`config.mk`:
```
export PLATFORM = sky130hd
export DESIGN_NAME = dmem_port_arbiter
export DESIGN_NICKNAME = d
export VERILOG_FILES = /design/src/rtl/dmem_port_arbiter.sv
export SDC_FILE = /design/constraint.sdc
export NUM_CORES = 1
export LEC_CHECK = 0
export BUFFER_PORTS_ARGS = -buffer_cell sky130_fd_sc_hd__buf_4
export CORE_MARGIN = 2
export CORE_UTILIZATION = 39
export DETAILED_ROUTE_END_ITERATION = 10
export HOLD_SLACK_MARGIN = 0.12
export PLACE_DENSITY = 0.85
export SLEW_MARGIN = 25
export SYNTH_ARGS = -nofsm -noshare
export SYNTH_HDL_FRONTEND = slang
export SYNTH_SLANG_ARGS = --single-unit
```
`constraint.sdc`:
```
create_clock -name clk -period 3.1 [get_ports clk]
set_input_delay 0.62 -clock clk [delete_from_list [all_inputs] [get_ports clk]]
set_output_delay 0.62 -clock clk [all_outputs]
set_load 0.01 [all_outputs]
```
`src/rtl/dmem_port_arbiter.sv`:
```
// Arbitrates the single-port data memory between the CPU execute stage and a DMA requester.
// Define DMEM_ARB_STATS_EN to add saturating stall / DMA-grant statistics outputs.
module dmem_port_arbiter #(
  parameter int STARVE_LIMIT = 4,
  parameter int CNT_W        = 4
) (
  input  logic        clk,
  input  logic        reset,
  input  logic        cpu_req,
  input  logic        cpu_we,
  input  logic [7:0]  cpu_addr,
  input  logic [7:0]  cpu_wdata,
  output logic [7:0]  cpu_rdata,
  output logic        cpu_stall,
  input  logic        dma_req,
  input  logic        dma_we,
  input  logic [7:0]  dma_addr,
  input  logic [7:0]  dma_wdata,
  output logic        dma_ack,
  output logic [7:0]  dma_rdata,
  output logic [7:0]  mem_addr,
  output logic        mem_we,
  output logic [7:0]  mem_wdata,
  input  logic [7:0]  mem_rdata
`ifdef DMEM_ARB_STATS_EN
  ,
  output logic [15:0] stat_stall,
  output logic [15:0] stat_dma
`endif
);

  localparam logic [0:0] IDLE = 1'b0;
  localparam logic [0:0] ACK  = 1'b1;

  localparam logic [CNT_W-1:0] WAIT_MAX = '1;
  localparam logic [CNT_W-1:0] LIMIT    = CNT_W'(STARVE_LIMIT);

  logic [0:0]       state;
  logic [CNT_W-1:0] wait_cnt;
  logic             dma_ok;
  logic             starved;
  logic             grant_dma;
  logic             grant_cpu;

  // A limit of zero means the DMA always wins, so no counter comparison is needed.
  generate
    if (STARVE_LIMIT == 0) begin : g_strict
      assign starved = 1'b1;
    end else begin : g_limit
      assign starved = (wait_cnt >= LIMIT);
    end
  endgenerate

  assign dma_ok    = dma_req & (state == IDLE) & ~reset;
  assign grant_dma = dma_ok & (~cpu_req | starved);
  assign grant_cpu = cpu_req & ~grant_dma & ~reset;

  assign cpu_stall = cpu_req & grant_dma;
  assign cpu_rdata = mem_rdata;

  always_comb begin
    mem_addr  = cpu_addr;
    mem_wdata = cpu_wdata;
    mem_we    = 1'b0;
    if (grant_dma) begin
      mem_addr  = dma_addr;
      mem_wdata = dma_wdata;
      mem_we    = dma_we;
    end else if (grant_cpu) begin
      mem_we    = cpu_we;
    end
  end

  // The ACK state blocks a second DMA grant, limiting DMA to one access every two cycles.
  always_ff @(posedge clk) begin
    if (reset) begin
      state     <= IDLE;
      wait_cnt  <= '0;
      dma_ack   <= 1'b0;
      dma_rdata <= 8'h00;
    end else begin
      dma_ack <= grant_dma;
      state   <= grant_dma ? ACK : IDLE;
      if (grant_dma) begin
        dma_rdata <= mem_rdata;
      end
      if (grant_dma || !dma_req) begin
        wait_cnt <= '0;
      end else if (dma_ok && (wait_cnt != WAIT_MAX)) begin
        wait_cnt <= wait_cnt + 1'b1;
      end
    end
  end

`ifdef DMEM_ARB_STATS_EN
  always_ff @(posedge clk) begin
    if (reset) begin
      stat_stall <= 16'h0000;
      stat_dma   <= 16'h0000;
    end else begin
      if (cpu_stall && (stat_stall != 16'hFFFF)) begin
        stat_stall <= stat_stall + 16'h0001;
      end
      if (grant_dma && (stat_dma != 16'hFFFF)) begin
        stat_dma <= stat_dma + 16'h0001;
      end
    end
  end
`endif

endmodule

```
==> flow_metrics.py, run 1 <==
metrics = {
    "final_layout": {
        "drive_above_1_share_pct": 64.6,
        "fillers": 161,
        "syn_to_final_growth_pct": 66.8,
        "diodes": 0,
        "num-nets-final": 209,
        "final_core_util_pct": 70.8,
    },
    "grt": {
        "grt_antenna_before_repair": 0,
        "grt_max_degree": 19,
        "grt.total_usage_pct": 18.0,
        "grt_pass1_vias": 887,
        "overflow": 0,
        "grt_pass1_wl_um": 3560,
    },
    "timing": {
        "max_slew_margin_pct": 66.0,
        "grt_setup_unrepaired": "no",
        "fmax_mhz": 365,
        "hold_viol": 0,
        "setup_viol": 0,
        "period_minus_slack_ns": 2.74,
        "fin_setup_tns_ns": 0,
        "drv_slew": 0,
        "fin_crit_sh_pct": 88.3,
        "fin_skew_ns": 0.00301,
        "finalWorstSetupSlack_ns": 0.362,
        "tightestPinTransition_ns": 0.510,
    },
    "placed_design": {
        "gp_routability_congestion": 0.782,
        "io_buffer_count": 80,
        "post-place-ws_ns": 0.360,
        "hpwl_um": 2020,
    },
    "cts": {
        "cts_tree": "yes",
        "cts_made_buffers": 3,
        "cts_sinks": 13,
        "max-clock-path-buffers": 2,
        "cts_resized": 0,
        "cts.root.buffer_cell": "clkbuf_4",
        "clock_latency_ns": 0.27,
        "h-tree-depth": 1,
        "cts_hold_buf": 0,
        "post_cts_buffers": 0,
        "clk_pin_slew_ns": 0.07,
    },
    "synthesis": {
        "synth_top_family_by_area": "multiplexers",
        "syn_nets": 136,
        "netlist_area_sq_um": 858,
        "synth_xor_area_share_pct": 0,
        "synth-compound-area-share_pct": 13.4,
        "synth_area_per_cell_sq_um": 9.64,
        "yosys.cell_types.count": 21,
        "yosys_most_used_dff": "dfxtp_1",
        "ys_seq_elements": 13,
        "synth.largest_area_cell": "dfxtp_1",
        "synth_edf_count": 0,
        "synthArstFlopShare_pct": 0,
        "synth_top_area_share_pct": 30.3,
        "synthSimpleGateAreaFrac_pct": 18.8,
        "yosysSeqAreaShare_pct": 30.3,
        "synth.most_common_cell": "dfxtp_1",
        "synth_cells": 89,
        "yosys_warnings": 0,
        "synth_fa_ha_area_share_pct": 1.46,
        "synth_area_leaders": "dfxtp_1 (30%), mux2_4 (14%), mux2_2 (10%)",
        "yosys-top-cells-count": "dfxtp_1 (13), o21ai_0 (12), a21oi_1 (11)",
        "synthMuxAreaShare_pct": 24.5,
    },
    "die": {
        "design.core.area_sq_um": 2020,
        "initial_core_util_pct": 42.5,
        "die_area_sq_um": 2590,
        "chipWidth_um": 50.9,
        "ioPinCount": 81,
        "die_height_um": 50.9,
        "row_count": 16,
    },
    "drt": {
        "drc": 0,
        "ant_nets": 0,
        "wire_per_inst_um": 12.9,
        "wl_um": 2420,
        "via_count": 928,
        "dr.pass1.iters": 4,
        "drtIter0Drc": 8,
        "via_per_inst": 4.94,
    },
    "worst_setup_path": {
        "crit_required_ns": 2.48,
        "cp_max_fo": 18,
        "critPathKind": "input port to output pin",
        "critPathLaunchType": "input port",
        "endpoint_kind": "output pin",
        "arrival_ns": 2.12,
    },
    "power": {
        "power.density_nw_per_um2": 295,
        "p_leak_nw": 0.696,
        "vdd_drop_max_v": 0.000180,
    },
    "run": {
        "cap_viol_max_count": 0,
    },
    "status": {
        "status": "finished clean",
    },
    "worst_hold_path": {
        "hp-class": "register to register",
    },
}
[final timing paths]
| path | start | endpoint | slack, ns | cells past startpoint |
|---|---|---|---|---|
| worst max-delay path | reset | mem_wdata[7] | 0.36 | 5 |
| worst min-delay path | dma_rdata[4] | dma_rdata[4] | 0.48 | 2 |
| worst min register to register | dma_rdata[4] | dma_rdata[4] | 0.48 | 2 |
| worst max register to register | dma_ack | wait_cnt[0] | 1.64 | 3 |
[flip-flops by register name, indices dropped and copies added, names as in the netlist]
| signal | count |
|---|---|
| dma_rdata | 8 |
| dma_ack | 1 |
| wait_cnt | 4 |
[layout make-up]
cell class / instances / area (sq um) / share of cell area [%]
Inverter: 1 / 3.75 / 0.262
Multi-Input combinational cell: 62 / 499 / 34.9
Timing Repair Buffer: 81 / 608 / 42.5
Sequential cell: 13 / 260 / 18.2
Tap cell: 27 / 33.8 / 2.36
Clock buffer: 4 / 26.3 / 1.84
[power breakdown]
group / switching (W) / leakage (nW) / internal, W
registers: 0.00000262 / 0.105 / 0.000171
clock network: 0.0000518 / 0.0150 / 0.0000499
logic: 0.0000547 / 0.575 / 0.0000922
total: 0.000109 / 0.696 / 0.000313
[metal layers]
layer	global-route usage [%]	vias up	share of wire (%)
met5	0	-	0
met4	6.76	0	0.37
met3	6.43	2	11
met2	32.5	56	51
met1	19.1	409	38
li1	-	461	-
[kinds of logic after synthesis]
kind of cell             after synthesis
AND/OR/NAND/NOR                       22
AO/OA/AOI/OAI                         23
multiplexers                          16
buffers and inverters                 14
flip-flops                            13
adder cells (fa/ha/maj)                1
[layout by cell type, fill, tap and decap left out]
master	netlist	routed
inv_1	1	1
dfxtp_1	13	13
buf_4	8	81
mux2_2	8	8
clkbuf_1	4	1
ha_1	1	1
nor3b_4	1	1
nor3b_1	1	1
nand3_1	9	9
clkbuf_4	0	3
nor2_1	1	1
nor2_8	1	1
or3_1	1	1
or3b_4	1	1
o21ai_0	12	12
nor2b_1	1	1
mux2_4	8	8
a21oi_1	11	11
or3b_2	1	1
nand3b_1	2	2
and3_1	3	3
[critical path, cell delays in order]
cell	delay (ns)
buf_4	0.16
or3b_4	0.47
nor2_8	0.34
mux2_2	0.39
buf_4	0.14
[per-stage QoR]
step | std cells | total power [W] | instance area [sq um] | hold WS, ns
floorplan | 89 | 0.000246 | 858 | 0.458
global placement | 184 | 0.000324 | 1410 | 0.462
detailed placement | 184 | 0.000326 | 1410 | 0.471
CTS | 188 | 0.000426 | 1430 | 0.481
global route | 188 | 0.000443 | 1430 | 0.501
finish | 188 | 0.000422 | 1430 | 0.481
(Power assumes the default switching activity.)
==> run 2, diff against run 1 <==
Settings changed: CORE_UTILIZATION 39 to 32, PLACE_DENSITY 0.85 to 0.74.
Clock period 3.1 ns to 2.51 ns, I/O delays scaled along.
==> run 2 against run 1 <==
Effect of this change:
- global-route usage shrank 0.76 points
- critical path depth down 1
- sequential share of layout area down 0.24 points
- critical endpoint is now mem_addr[5]
==> flow_metrics.py, run 2 (same netlist as run 1, synthesis figures left out) <==
metrics = {
    "drt": {
        "dr.pass1.iters": 4,
        "drtIter0Drc": 6,
        "ant_nets": 0,
        "drc": 0,
        "via_per_inst": 4.82,
        "via_count": 931,
        "wl_um": 2630,
        "wire_per_inst_um": 13.6,
    },
    "timing": {
        "fin_setup_tns_ns": 0,
        "grt_setup_unrepaired": "no",
        "fmax_mhz": 412,
        "fin_crit_sh_pct": 96.6,
        "setup_viol": 0,
        "period_minus_slack_ns": 2.42,
        "hold_viol": 0,
        "holdWs_ns": 0.477,
        "fin_skew_ns": 0.00174,
        "tightestPinTransition_ns": 0.321,
        "drv_slew": 0,
        "max_slew_margin_pct": 78.4,
    },
    "final_layout": {
        "fillers": 214,
        "regArea_sq_um": 260,
        "num-nets-final": 211,
        "syn_to_final_growth_pct": 69.0,
        "largestRegisters": "dma_rdata (8), wait_cnt (4), dma_ack (1)",
        "layout_common_cells": "buf_4 (83), dfxtp_1 (13), o21ai_0 (12)",
        "diodes": 0,
        "fin_area_sq_um": 1450,
        "largest_reg_flops": 8,
        "regMostFlops": "dma_rdata",
        "drive_above_1_share_pct": 65.0,
        "layout.cells.most_common": "buf_4",
        "multi_input_area_sq_um": 499,
    },
    "worst_hold_path": {
        "hp-class": "input port to register",
    },
    "grt": {
        "grt.total_usage_pct": 17.3,
        "grt_antenna_before_repair": 0,
        "overflow": 0,
        "grt_pass1_vias": 1056,
        "grt_pass1_wl_um": 4290,
        "grt_max_degree": 19,
    },
    "cts": {
        "cts.root.buffer_cell": "clkbuf_4",
        "clock_latency_ns": 0.28,
        "clk_pin_slew_ns": 0.08,
        "post_cts_buffers": 0,
        "cts_sinks": 13,
        "cts_resized": 0,
        "cts_tree": "yes",
        "cts_made_buffers": 3,
        "max-clock-path-buffers": 2,
        "cts_hold_buf": 0,
        "h-tree-depth": 1,
    },
    "power": {
        "p_leak_nw": 0.705,
        "power.density_nw_per_um2": 366,
        "vdd_drop_max_v": 0.000210,
    },
    "worst_setup_path": {
        "critPathLaunchType": "register",
        "arrival_ns": 1.92,
        "critPathKind": "register to output pin",
        "crit_required_ns": 2.01,
        "cp_max_fo": 18,
        "endpoint_kind": "output pin",
    },
    "die": {
        "ioPinCount": 81,
        "chipWidth_um": 55.8,
        "design.core.area_sq_um": 2500,
        "die_height_um": 55.8,
        "initial_core_util_pct": 34.3,
        "row_count": 18,
        "die_area_sq_um": 3110,
    },
    "placed_design": {
        "hpwl_um": 2260,
        "gp_routability_congestion": 0.675,
        "io_buffer_count": 80,
        "placed_area_sq_um": 1420,
    },
    "run": {
        "cap_viol_max_count": 0,
    },
    "status": {
        "status": "finished clean",
    },
}
==> run 2: changes by cell type in the layout (fill, tap and decap cells not counted), sizes merged <==
cell  before  now
buf       81   83
==> run 2: layer usage <==
layer | track usage, % | up-vias | wire length, um
li1 | - | 461 | -
met1 | 16.9 | 409 | 912
met2 | 32.7 | 56 | 1400
met3 | 5.12 | 5 | 266
met4 | 8.36 | 0 | 53
met5 | 0 | - | 0
==> run 2: per-stage QoR <==
step / cells / util (%) / power [W] / setup WS [ns]
finish: 193 / 58.0 / 0.000531 / 0.0855
floorplan: 89 / - / 0.000304 / 0.452
global placement: 189 / 57.0 / 0.000403 / 0.109
detailed placement: 189 / 57.0 / 0.000407 / 0.0658
global route: 193 / 58.0 / 0.000554 / 0.0107
CTS: 193 / 58.0 / 0.000534 / 0.0516
==> run 2: worst paths after layout <==
path | depth (start not counted) | start | slack [ns] | to
worst max-delay path | 4 | dma_ack | 0.09 | mem_addr[5]
worst min-delay path | 2 | reset | 0.48 | dma_rdata[5]
worst max register to register | 4 | dma_ack | 0.97 | wait_cnt[0]
worst min register to register | 2 | wait_cnt[1] | 0.48 | wait_cnt[1]
==> run 2: final cells by class <==
cell class,count,share of cell area [%]
Sequential cell,13,17.9
Multi-Input combinational cell,62,34.4
Timing Repair Buffer,83,43.0
Tap cell,30,2.59
Inverter,1,0.259
Clock buffer,4,1.81
==> run 2: power by group <==
group	switching [W]	internal [W]
clock network	0.0000684	0.0000617
registers	0.00000323	0.000211
logic	0.0000701	0.000116
==> run 2: critical path, stage by stage, from the launching register on <==
cell and delay [ns]:
dfxtp_1 0.36, or3b_4 0.45, nor2_8 0.29, mux2_2 0.39, buf_4 0.15
==> run 3, diff against run 2 <==
Settings changed: CELL_PAD_IN_SITES_DETAIL_PLACEMENT set to 1, CELL_PAD_IN_SITES_GLOBAL_PLACEMENT set to 2, CORE_MARGIN 2 to 10, CORE_UTILIZATION 32 to 16.
==> run 3 against run 2 <==
Effect of this change:
- combinational power grew 3%
- first-iteration DRC count increased to 2.5 times the previous value
- clock skew barely moved
- sequential power hardly changed
- sequential share of layout area shrank 0.81 points
- final cell count increased by 21%
- die area grew to 2.8 times the previous value
- non-clock buffer count did not move
- hold slack improved by 0.012 ns
- routed wire length is 43% higher
- maximum frequency up 1.0%
- critical path type is now input port to output pin
- largest cell class unchanged
- highest routed layer unchanged
==> flow_metrics.py, run 3 (same netlist as run 1, synthesis figures left out) <==
metrics = {
    "cts": {
        "cts_tree": "yes",
        "cts_resized": 0,
        "cts_hold_buf": 0,
        "clock_latency_ns": 0.24,
        "cts_made_buffers": 3,
        "max-clock-path-buffers": 2,
        "post_cts_buffers": 0,
        "h-tree-depth": 1,
        "cts_sinks": 13,
        "clk_pin_slew_ns": 0.05,
        "cts.root.buffer_cell": "clkbuf_8",
    },
    "power": {
        "vdd_drop_max_v": 0.000131,
        "p_leak_nw": 0.713,
        "power.density_nw_per_um2": 386,
        "power_w": 0.000586,
    },
    "grt": {
        "grt_pass1_wl_um": 5910,
        "grt_antenna_before_repair": 0,
        "grt_max_degree": 19,
        "grt_pass1_vias": 1182,
        "overflow": 0,
        "grt.total_usage_pct": 8.60,
    },
    "drt": {
        "wire_per_inst_um": 16.2,
        "via_per_inst": 4.20,
        "ant_nets": 0,
        "via_count": 979,
        "drtIter0Drc": 15,
        "drc": 0,
        "dr.pass1.iters": 2,
        "wl_um": 3770,
    },
    "timing": {
        "grt_setup_unrepaired": "no",
        "hold_viol": 0,
        "max_slew_margin_pct": 63.8,
        "drv_slew": 0,
        "fin_setup_tns_ns": 0,
        "fin_skew_ns": 0.00179,
        "fin_crit_sh_pct": 95.6,
        "fmax_mhz": 417,
        "setup_viol": 0,
        "period_minus_slack_ns": 2.40,
        "tightestPinTransition_ns": 0.542,
    },
    "die": {
        "ioPinCount": 81,
        "design.core.area_sq_um": 5140,
        "die_height_um": 93.2,
        "die_area_sq_um": 8690,
        "row_count": 26,
        "initial_core_util_pct": 16.7,
        "chipWidth_um": 93.2,
    },
    "worst_hold_path": {
        "min_path_cells": 2,
        "hp-class": "register to register",
    },
    "final_layout": {
        "fin_cells": 233,
        "diodes": 0,
        "final_core_util_pct": 29.6,
        "layout_common_cells": "buf_4 (83), dfxtp_1 (13), o21ai_0 (12)",
        "largestRegisters": "dma_rdata (8), wait_cnt (4), dma_ack (1)",
        "drive_above_1_share_pct": 65.0,
        "syn_to_final_growth_pct": 77.0,
        "largest_reg_flops": 8,
        "num-nets-final": 211,
        "layout.cells.most_common": "buf_4",
        "regMostFlops": "dma_rdata",
    },
    "worst_setup_path": {
        "critPathKind": "input port to output pin",
        "arrival_ns": 1.90,
        "critPathLaunchType": "input port",
        "cp_slowest_cell": "or3b_4",
        "path_cells": "buf_4 > or3b_4 > nor2_8 > mux2_2 > buf_4",
        "endpoint_kind": "output pin",
        "crit_required_ns": 2.01,
        "cp_max_fo": 18,
        "crit_path_max_incr_delay_ns": 0.42,
        "crit_top_cell": "buf_4",
        "worstRegToRegCells": 4,
    },
    "status": {
        "status": "finished clean",
    },
    "placed_design": {
        "io_buffer_count": 80,
        "hpwl_um": 3400,
        "dp_cells": 229,
        "gp_routability_congestion": 0.814,
    },
    "run": {
        "cap_viol_max_count": 0,
    },
}
run 3: report_power, final:
| group | switching (W) | total (W) | internal [W] | leakage (nW) |
|---|---|---|---|---|
| clock | 0.0000687 | 0.000180 | 0.000112 | 0.0228 |
| sequential | 0.00000339 | 0.000215 | 0.000212 | 0.105 |
| combinational | 0.0000747 | 0.000191 | 0.000116 | 0.585 |
| total | 0.000147 | 0.000586 | 0.000440 | 0.713 |
run 3: path summary, 6_finish.rpt:
path | startpoint | to | slack [ns]
worst min register to register | dma_rdata[4] | dma_rdata[4] | 0.49
worst max-delay path | reset | mem_addr[7] | 0.11
worst min-delay path | dma_rdata[4] | dma_rdata[4] | 0.49
worst max register to register | dma_ack | wait_cnt[0] | 0.94
run 3: routing by layer:
layer / routed length [um] / track usage, %
met1: 1470 / 8.57
met2: 1570 / 12.7
met3: 706 / 7.59
met4: 30 / 3.08
met5: 0 / 0
run 3: layout make-up:
type	count	area (sq um)
fill	652	3620
inverter	1	3.75
sequential	13	260
multi-input combinational	62	499
tap	70	87.6
timing repair buffer	83	623
clock buffer	4	45.0
run 3: worst max-delay path: cells and delay by family:
family / cells / cell delay [ns]
mux: 1 / 0.38
buf+inv: 2 / 0.29
simple gates: 2 / 0.72
run 3: per-stage QoR:
stage	setup WS [ns]	hold slack (ns)	area (sq um)
final	0.109	0.489	1520
after CTS	0.0598	0.494	1520
after global routing	0.0241	0.521	1520
after floorplan	0.452	0.458	858
after global placement	0.104	0.464	1470
after detailed placement	0.0603	0.482	1470
